[config.mk]
export PLATFORM = sky130hd
export DESIGN_NAME = tick_scheduler
export DESIGN_NICKNAME = d
export VERILOG_FILES = /design/src/rtl/tick_scheduler.sv
export SDC_FILE = /design/constraint.sdc
export NUM_CORES = 1
export LEC_CHECK = 0
export ABC_AREA = 1
export BUFFER_PORTS_ARGS = -buffer_cell sky130_fd_sc_hd__clkbuf_2
export CORE_MARGIN = 2
export CORE_UTILIZATION = 40
export CTS_BUF_LIST = sky130_fd_sc_hd__clkbuf_8
export CTS_CLUSTER_SIZE = 12
export DETAILED_ROUTE_END_ITERATION = 8
export PLACE_DENSITY_LB_ADDON = 0.3
export SLEW_MARGIN = 15
export SYNTH_ARGS = -nofsm -noshare
export SYNTH_HDL_FRONTEND = slang
export SYNTH_SLANG_ARGS = --single-unit
[constraint.sdc]
create_clock -name clk -period 4.8 [get_ports clk]
set_clock_uncertainty 0.2 [all_clocks]
set_input_delay 0.48 -clock clk [delete_from_list [all_inputs] [get_ports clk]]
set_output_delay 0.48 -clock clk [all_outputs]
set_load 0.1 [all_outputs]
[src/rtl/tick_scheduler.sv]
// Programmable two-channel tick generator: produces single-cycle clock enables
// (tick_cont, tick_ru) under a start/stop/clear sequencer with a valid/ready divisor port.
module tick_scheduler #(
  parameter int CNT_W        = 25,
  parameter int DIV_CONT_DEF = 65536,
  parameter int DIV_RU_DEF   = 16777216
) (
  input  logic             clk,
  input  logic             rst_n,
  input  logic             start,
  input  logic             stop,
  input  logic             clear,
  input  logic             cfg_valid,
  input  logic             cfg_sel,
  input  logic [CNT_W-1:0] cfg_div,
  output logic             cfg_ready,
  output logic             cfg_err,
  output logic             tick_cont,
  output logic             tick_ru,
  output logic             running
);

  typedef enum logic [1:0] {
    IDLE  = 2'd0,
    RUN   = 2'd1,
    PAUSE = 2'd2
  } state_t;

  localparam logic [CNT_W-1:0] ONE      = CNT_W'(1);
  localparam logic [CNT_W-1:0] TWO      = CNT_W'(2);
  localparam logic [CNT_W-1:0] DEF_CONT = CNT_W'(DIV_CONT_DEF);
  localparam logic [CNT_W-1:0] DEF_RU   = CNT_W'(DIV_RU_DEF);

  state_t           state_r;
  state_t           state_nxt_s;
  logic [CNT_W-1:0] cnt_r [2];
  logic [CNT_W-1:0] div_r [2];
  logic [1:0]       tick_r;
  logic [1:0]       wrap_s;
  logic             running_r;
  logic             err_r;
  logic             pend_r;
  logic             pend_sel_r;
  logic [CNT_W-1:0] pend_div_r;
  logic             xfer_s;
  logic             bad_s;
  logic             accept_s;
  logic             direct_s;

  // Sequencer next state: clear beats stop, stop beats start.
  always_comb begin
    state_nxt_s = state_r;
    case (state_r)
      IDLE: begin
        if (clear || stop) state_nxt_s = IDLE;
        else if (start)    state_nxt_s = RUN;
        else               state_nxt_s = IDLE;
      end
      RUN: begin
        if (clear)     state_nxt_s = IDLE;
        else if (stop) state_nxt_s = PAUSE;
        else           state_nxt_s = RUN;
      end
      PAUSE: begin
        if (clear)      state_nxt_s = IDLE;
        else if (stop)  state_nxt_s = PAUSE;
        else if (start) state_nxt_s = RUN;
        else            state_nxt_s = PAUSE;
      end
      default: state_nxt_s = IDLE;
    endcase
  end

  // Wrap detection and config handshake decode; a write outside RUN (or with clear) bypasses the slot.
  always_comb begin
    wrap_s = 2'b00;
    for (int i = 0; i < 2; i++) begin
      if (state_r == RUN && cnt_r[i] == div_r[i] - ONE) wrap_s[i] = 1'b1;
      else                                              wrap_s[i] = 1'b0;
    end
    xfer_s   = cfg_valid & ~pend_r;
    bad_s    = (cfg_div < TWO);
    accept_s = xfer_s & ~bad_s;
    direct_s = accept_s & ((state_r != RUN) | clear);
  end

  // Main state: sequencer, per-channel counters/divisors/ticks and the pending slot.
  always_ff @(posedge clk) begin
    if (!rst_n) begin
      state_r    <= IDLE;
      running_r  <= 1'b0;
      err_r      <= 1'b0;
      tick_r     <= 2'b00;
      cnt_r[0]   <= '0;
      cnt_r[1]   <= '0;
      div_r[0]   <= DEF_CONT;
      div_r[1]   <= DEF_RU;
      pend_r     <= 1'b0;
      pend_sel_r <= 1'b0;
      pend_div_r <= '0;
    end else begin
      state_r   <= state_nxt_s;
      running_r <= (state_nxt_s == RUN);
      err_r     <= xfer_s & bad_s;
      for (int i = 0; i < 2; i++) begin
        tick_r[i] <= wrap_s[i] & ~clear;
        if (clear || state_r == IDLE)
          cnt_r[i] <= '0;
        else if (wrap_s[i])
          cnt_r[i] <= '0;
        else if (state_r == RUN)
          cnt_r[i] <= cnt_r[i] + ONE;
        else if (direct_s && cfg_sel == 1'(i) && cnt_r[i] >= cfg_div - ONE)
          cnt_r[i] <= '0;
        else
          cnt_r[i] <= cnt_r[i];

        if (direct_s && cfg_sel == 1'(i))
          div_r[i] <= cfg_div;
        else if (pend_r && pend_sel_r == 1'(i) && (clear || wrap_s[i]))
          div_r[i] <= pend_div_r;
        else
          div_r[i] <= div_r[i];
      end

      if (pend_r) begin
        if (clear || wrap_s[pend_sel_r]) pend_r <= 1'b0;
        else                             pend_r <= 1'b1;
      end else if (accept_s && !direct_s) begin
        pend_r     <= 1'b1;
        pend_sel_r <= cfg_sel;
        pend_div_r <= cfg_div;
      end else begin
        pend_r <= 1'b0;
      end
    end
  end

  assign tick_cont = tick_r[0];
  assign tick_ru   = tick_r[1];
  assign running   = running_r;
  assign cfg_err   = err_r;
  assign cfg_ready = ~pend_r;

endmodule
== Word-level counts from Yosys, hierarchy flattened ==
Memories as Yosys holds them, arrays and structs flattened.
Index checks and enable logic that the tools add are counted.
Operators by class
  $add $sub $neg: 5
  magnitude comparators: 4
  equality and inequality tests: 6
  mux-type cells: 98
  bitwise gates (word level): 28
  reduce and logical (&&, ||, !) cells: 19
Operator list (number)
  25-bit 2-to-1 mux: 16
  1-bit 2-to-1 mux: 75
  25-bit by 1-bit subtractor with 25-bit output, second input constant: 3
  25-bit by 1-bit adder with 25-bit output, second input constant: 2
  25-bit == test: 2
  25-bit >= comparator: 2
  25-bit by 2-bit less-than comparator with 1-bit output, second input constant: 1
  1-bit OR: 17
  2-bit 2-to-1 mux: 6
  1-bit logical AND: 11
  1-bit AND: 6
  2-bit one-hot mux with 3 select lines: 1
  1-bit logical OR: 5
  1-bit inverter: 5
  2-bit by 1-bit == test with 1-bit output, second input constant: 2
  2-bit == test, second input constant: 1
  2-bit zero test: 1
  1-bit by 2-bit less-than comparator with 1-bit output, second input constant: 1
  2-bit by 1-bit inequality test with 1-bit output, second input constant: 1
  2-bit AND reduction: 1
  1-bit zero test: 1
Word-level totals
  register bits: 33
  bits in writable memories: 100
  output and inout port bits: 5
  logic and storage cells: 169
  memories kept: 2
Memory list
  cnt_r: depth 2, width 25, read ports 2, clocked after Yosys merged registers in 0, wr ports 2, line 36  | logic [CNT_W-1:0] cnt_r [2];
  div_r: depth 2, width 25, read ports 2, clocked after Yosys merged registers in 0, wr ports 2, line 37  | logic [CNT_W-1:0] div_r [2];

== Depth between registers and ports, before layout ==
  word-level depth: 14
  mapped depth: 23
  mapped depth without buffers: 23

== Worst setup path after synthesis ==
No wires, ideal clock.
  kind: input to register
  from: input port cfg_div[0]
  to: memory cnt_r[1][0] (enable)
  library setup time: 0.382 ns
  arrival time: 3.179 ns
  data required time: 4.218 ns
  path slack: 1.039 ns
  cell stages on the path: 22
  buffers on the path: 0
  cell sequence: inv_1 > ha_1 > inv_1 > nor2_1 > nand2_1 > xor2_1 > ha_1 > nand2_1 > nor2_1 > nand2_1 > or2_2 > nand3_1 > nand2_1 > nand2_1 > nand4_1 > nand2_1 > nand2_1 > nand2_1 > nand2_1 > nand2_1 > nand2_1 > nand2_1
RTL lines
  from (decl): line 15  | input logic [CNT_W-1:0] cfg_div,
  to (decl): line 36

==> flow_metrics.env <==
export IMPL_antennaDiodeCount=0
export IMPL_synth_most_common_cell="nand2_1"
export IMPL_h_tree_depth=4
export IMPL_die_x_microns=164
export IMPL_grt_use_total_pct=22.0
export IMPL_relSlewSlack_pct=62.5
export IMPL_ant_nets=0
export IMPL_post_synth_top_area_cell="edfxtp_1"
export IMPL_grt_start_max_net_pins=53
export IMPL_num_vias=9121
export IMPL_status="finished clean"
export IMPL_drive_above_1_share_pct=8.67
export IMPL_crit_type="flip-flop to flip-flop"
export IMPL_path_cells="nor2_2 -> nand2_1 -> nor2_2 -> nand2_1 -> xor2_1 -> nand2_1 -> nor2_1 -> nand2_1 -> nor2_1 -> nand3_1 -> nand2_2 -> nand2_4 -> nand3b_1 -> buf_4"
export IMPL_critical_path_max_stage_delay_ns=0.48
export IMPL_cts_tree="built"
export IMPL_hpwlAfterDp_microns=22300
export IMPL_die_h_microns=164
export IMPL_worstMarginPinSlew_ns=0.562
export IMPL_avgSynthCellArea_sq_um=7.38
export IMPL_clk_latency_ns=0.47
export IMPL_p_leak_uw=0.00483
export IMPL_post_route_cell_area_sq_um=11100
export IMPL_ys_ff_latch=133
export IMPL_synth_top_area_share_pct=29.2
export IMPL_netlist_area_sq_um=10300
export IMPL_utilization_pct=44.3
export IMPL_synth_commonest_cells="298 x nand2_1, 235 x nor2_1, 184 x inv_1"
export IMPL_cp_arrival_ns=3.73
export IMPL_drt_total_wl_microns=28100
export IMPL_crit_slowest_cell="edfxtp_1"
export IMPL_synth_area_leaders="edfxtp_1 29%, nand2_1 11%, nor2_1 8.6%"
export IMPL_grt_remaining_overflow=0
export IMPL_clockBufferDepth=2
export IMPL_post_cts_resized=0
export IMPL_initial_core_util_pct=40.8
export IMPL_fmax_ghz=0.263
export IMPL_io_buffers=36
export IMPL_async_reset_ff_share_pct=0
export IMPL_placed_area_sq_um=10800
export IMPL_drc=0
export IMPL_ir_worst_vdd_v=0.000116
export IMPL_area_growth_pct=8.58
export IMPL_final_nets=1512
export IMPL_rows=58
export IMPL_p_per_area_nw_per_um2=235
export IMPL_vias_per_cell=5.15
export IMPL_start_kind="flip-flop"
export IMPL_io_pins=37
export IMPL_drtIter0Drc=767
export IMPL_critPathCaptureType="flip-flop"
export IMPL_hold_buffers=0
export IMPL_core_area_sq_um=25200
export IMPL_antenna_found_initial=0
export IMPL_grt_pass1_vias=8651
export IMPL_hold_viol_final=0
export IMPL_hp_class="primary input to flip-flop"
export IMPL_min_period_ns=3.80
export IMPL_yosys_warnings=0
export IMPL_ys_seq_area_share_pct=35.7
export IMPL_grt_pass1_wl_microns=45800
export IMPL_cts_buffers=17
export IMPL_gp_congestion=0.936
export IMPL_finalSetupTns_ns=0
export IMPL_synth_cells=1391
export IMPL_path_max_fanout=50
export IMPL_die_area_sq_um=27000
export IMPL_setup_viol=0
export IMPL_cts_num_sinks=133
export IMPL_cap_violations=0
export IMPL_synth_edf_count=100
export IMPL_holdWs_ns=0.0423
export IMPL_rsz0062_at_grt="false"
export IMPL_crit_required_ns=4.73
export IMPL_yosysUniqueCellTypes=47
export IMPL_period_share_pct=79.1
export IMPL_ys_flop_type="edfxtp_1"
export IMPL_drt_pass1_iter_count=8
export IMPL_cts_root_buf="clkbuf_8"
export IMPL_fillers=2547
export IMPL_wl_per_cell_microns=15.9
export IMPL_drv_slew=0
export IMPL_clkTransAtPathRegs_ns=0.10
export IMPL_synth_fp_nets=1474
export IMPL_crit_top_cell="nand2_1"
export IMPL_post_cts_buffers=0
==> per-layer routing <==
metal	track usage (%)	vias to the layer above	wire (microns)
met2	33.9	310	12200
met5	0	-	0
met4	6.86	0	650
met1	31.0	4177	13300
met3	4.49	39	1940
li1	-	4595	-
==> kinds of logic after synthesis <==
group / after synthesis / synth area share (%)
AO/OA/AOI/OAI: 132 / 7.01
XOR/XNOR: 133 / 11.6
adder cells (fa/ha/maj): 51 / 6.21
buffers and inverters: 213 / 8.37
flip-flops: 133 / 35.7
AND/OR/NAND/NOR: 729 / 31.1
==> final timing paths <==
kind	startpoint	to	slack (ns)	cells past startpoint
hold / removal	cfg_valid	cfg_err	0.04	3
hold reg to reg	pend_div_r[18]	pend_div_r[18]	0.28	2
setup / recovery	div_r[0][5]	div_r[0][7]	1.00	14
setup reg to reg	div_r[0][5]	div_r[0][7]	1.00	14
==> flip-flops by register name (all words and copies together) (netlist names) <==
name and count:
cnt_r 50, div_r 50, pend_div_r 25, state_r 2
tick_r 2, cfg_err 1, pend_r 1, pend_sel_r 1
running 1
==> worst max-delay path, delay by kind of cell (launching register included) <==
family                    cells  cell delay [ns]
buffers and inverters         1             0.34
DFF                           1             0.48
xor gates and xnor gates      1             0.20
and+or+nand+nor              12             2.20
==> cells in the final DEF (no fill, tap or decap), types with 3 or more instances in the layout <==
master and instances:
nor2_1 235, xor2_1 94, buf_4 9, clkinv_4 4, o21ai_0 37, o22ai_1 23, nor2_2 21, ha_1 51
nor4_1 10, clkbuf_2 36, and3_1 3, clkbuf_8 18, or2_2 6, nor3_1 17, inv_1 184, nand2_1 298
nand2_2 5, o21a_1 3, xnor2_1 36, nand4_1 30, a21oi_1 59, nand3_1 78, clkinvlp_4 5, nand3b_1 9
edfxtp_1 100, dfxtp_1 33
==> power by group <==
part / internal, uW / total (uW) / leakage, uW / switching (uW)
clock network: 426 / 924 / 0.000178 / 499
registers: 1270 / 1310 / 0.00140 / 38.4
logic: 128 / 384 / 0.00325 / 256
total: 1820 / 2620 / 0.00483 / 793
==> through the flow <==
| step | setup slack [ns] | instances | total power (uW) |
|---|---|---|---|
| finish | 1.00 | 1772 | 2620 |
| global route | 0.648 | 1772 | 2740 |
| CTS | 1.05 | 1772 | 2630 |
| detailed placement | 0.704 | 1740 | 1710 |
| global placement | 0.822 | 1740 | 1710 |
| floorplan | 1.04 | 1391 | 1590 |
==> final cells by class <==
type	instances	area, sq um	area share, %
Multi-Input combinational cell	1045	5740	51.5
Sequential cell	133	3660	32.9
Inverter	187	702	6.30
Tap cell	330	413	3.70
Clock buffer	18	248	2.22
Timing Repair Buffer	45	248	2.22
Clock inverter	14	130	1.17
No activity file was read; power rests on OpenSTA's default activity.
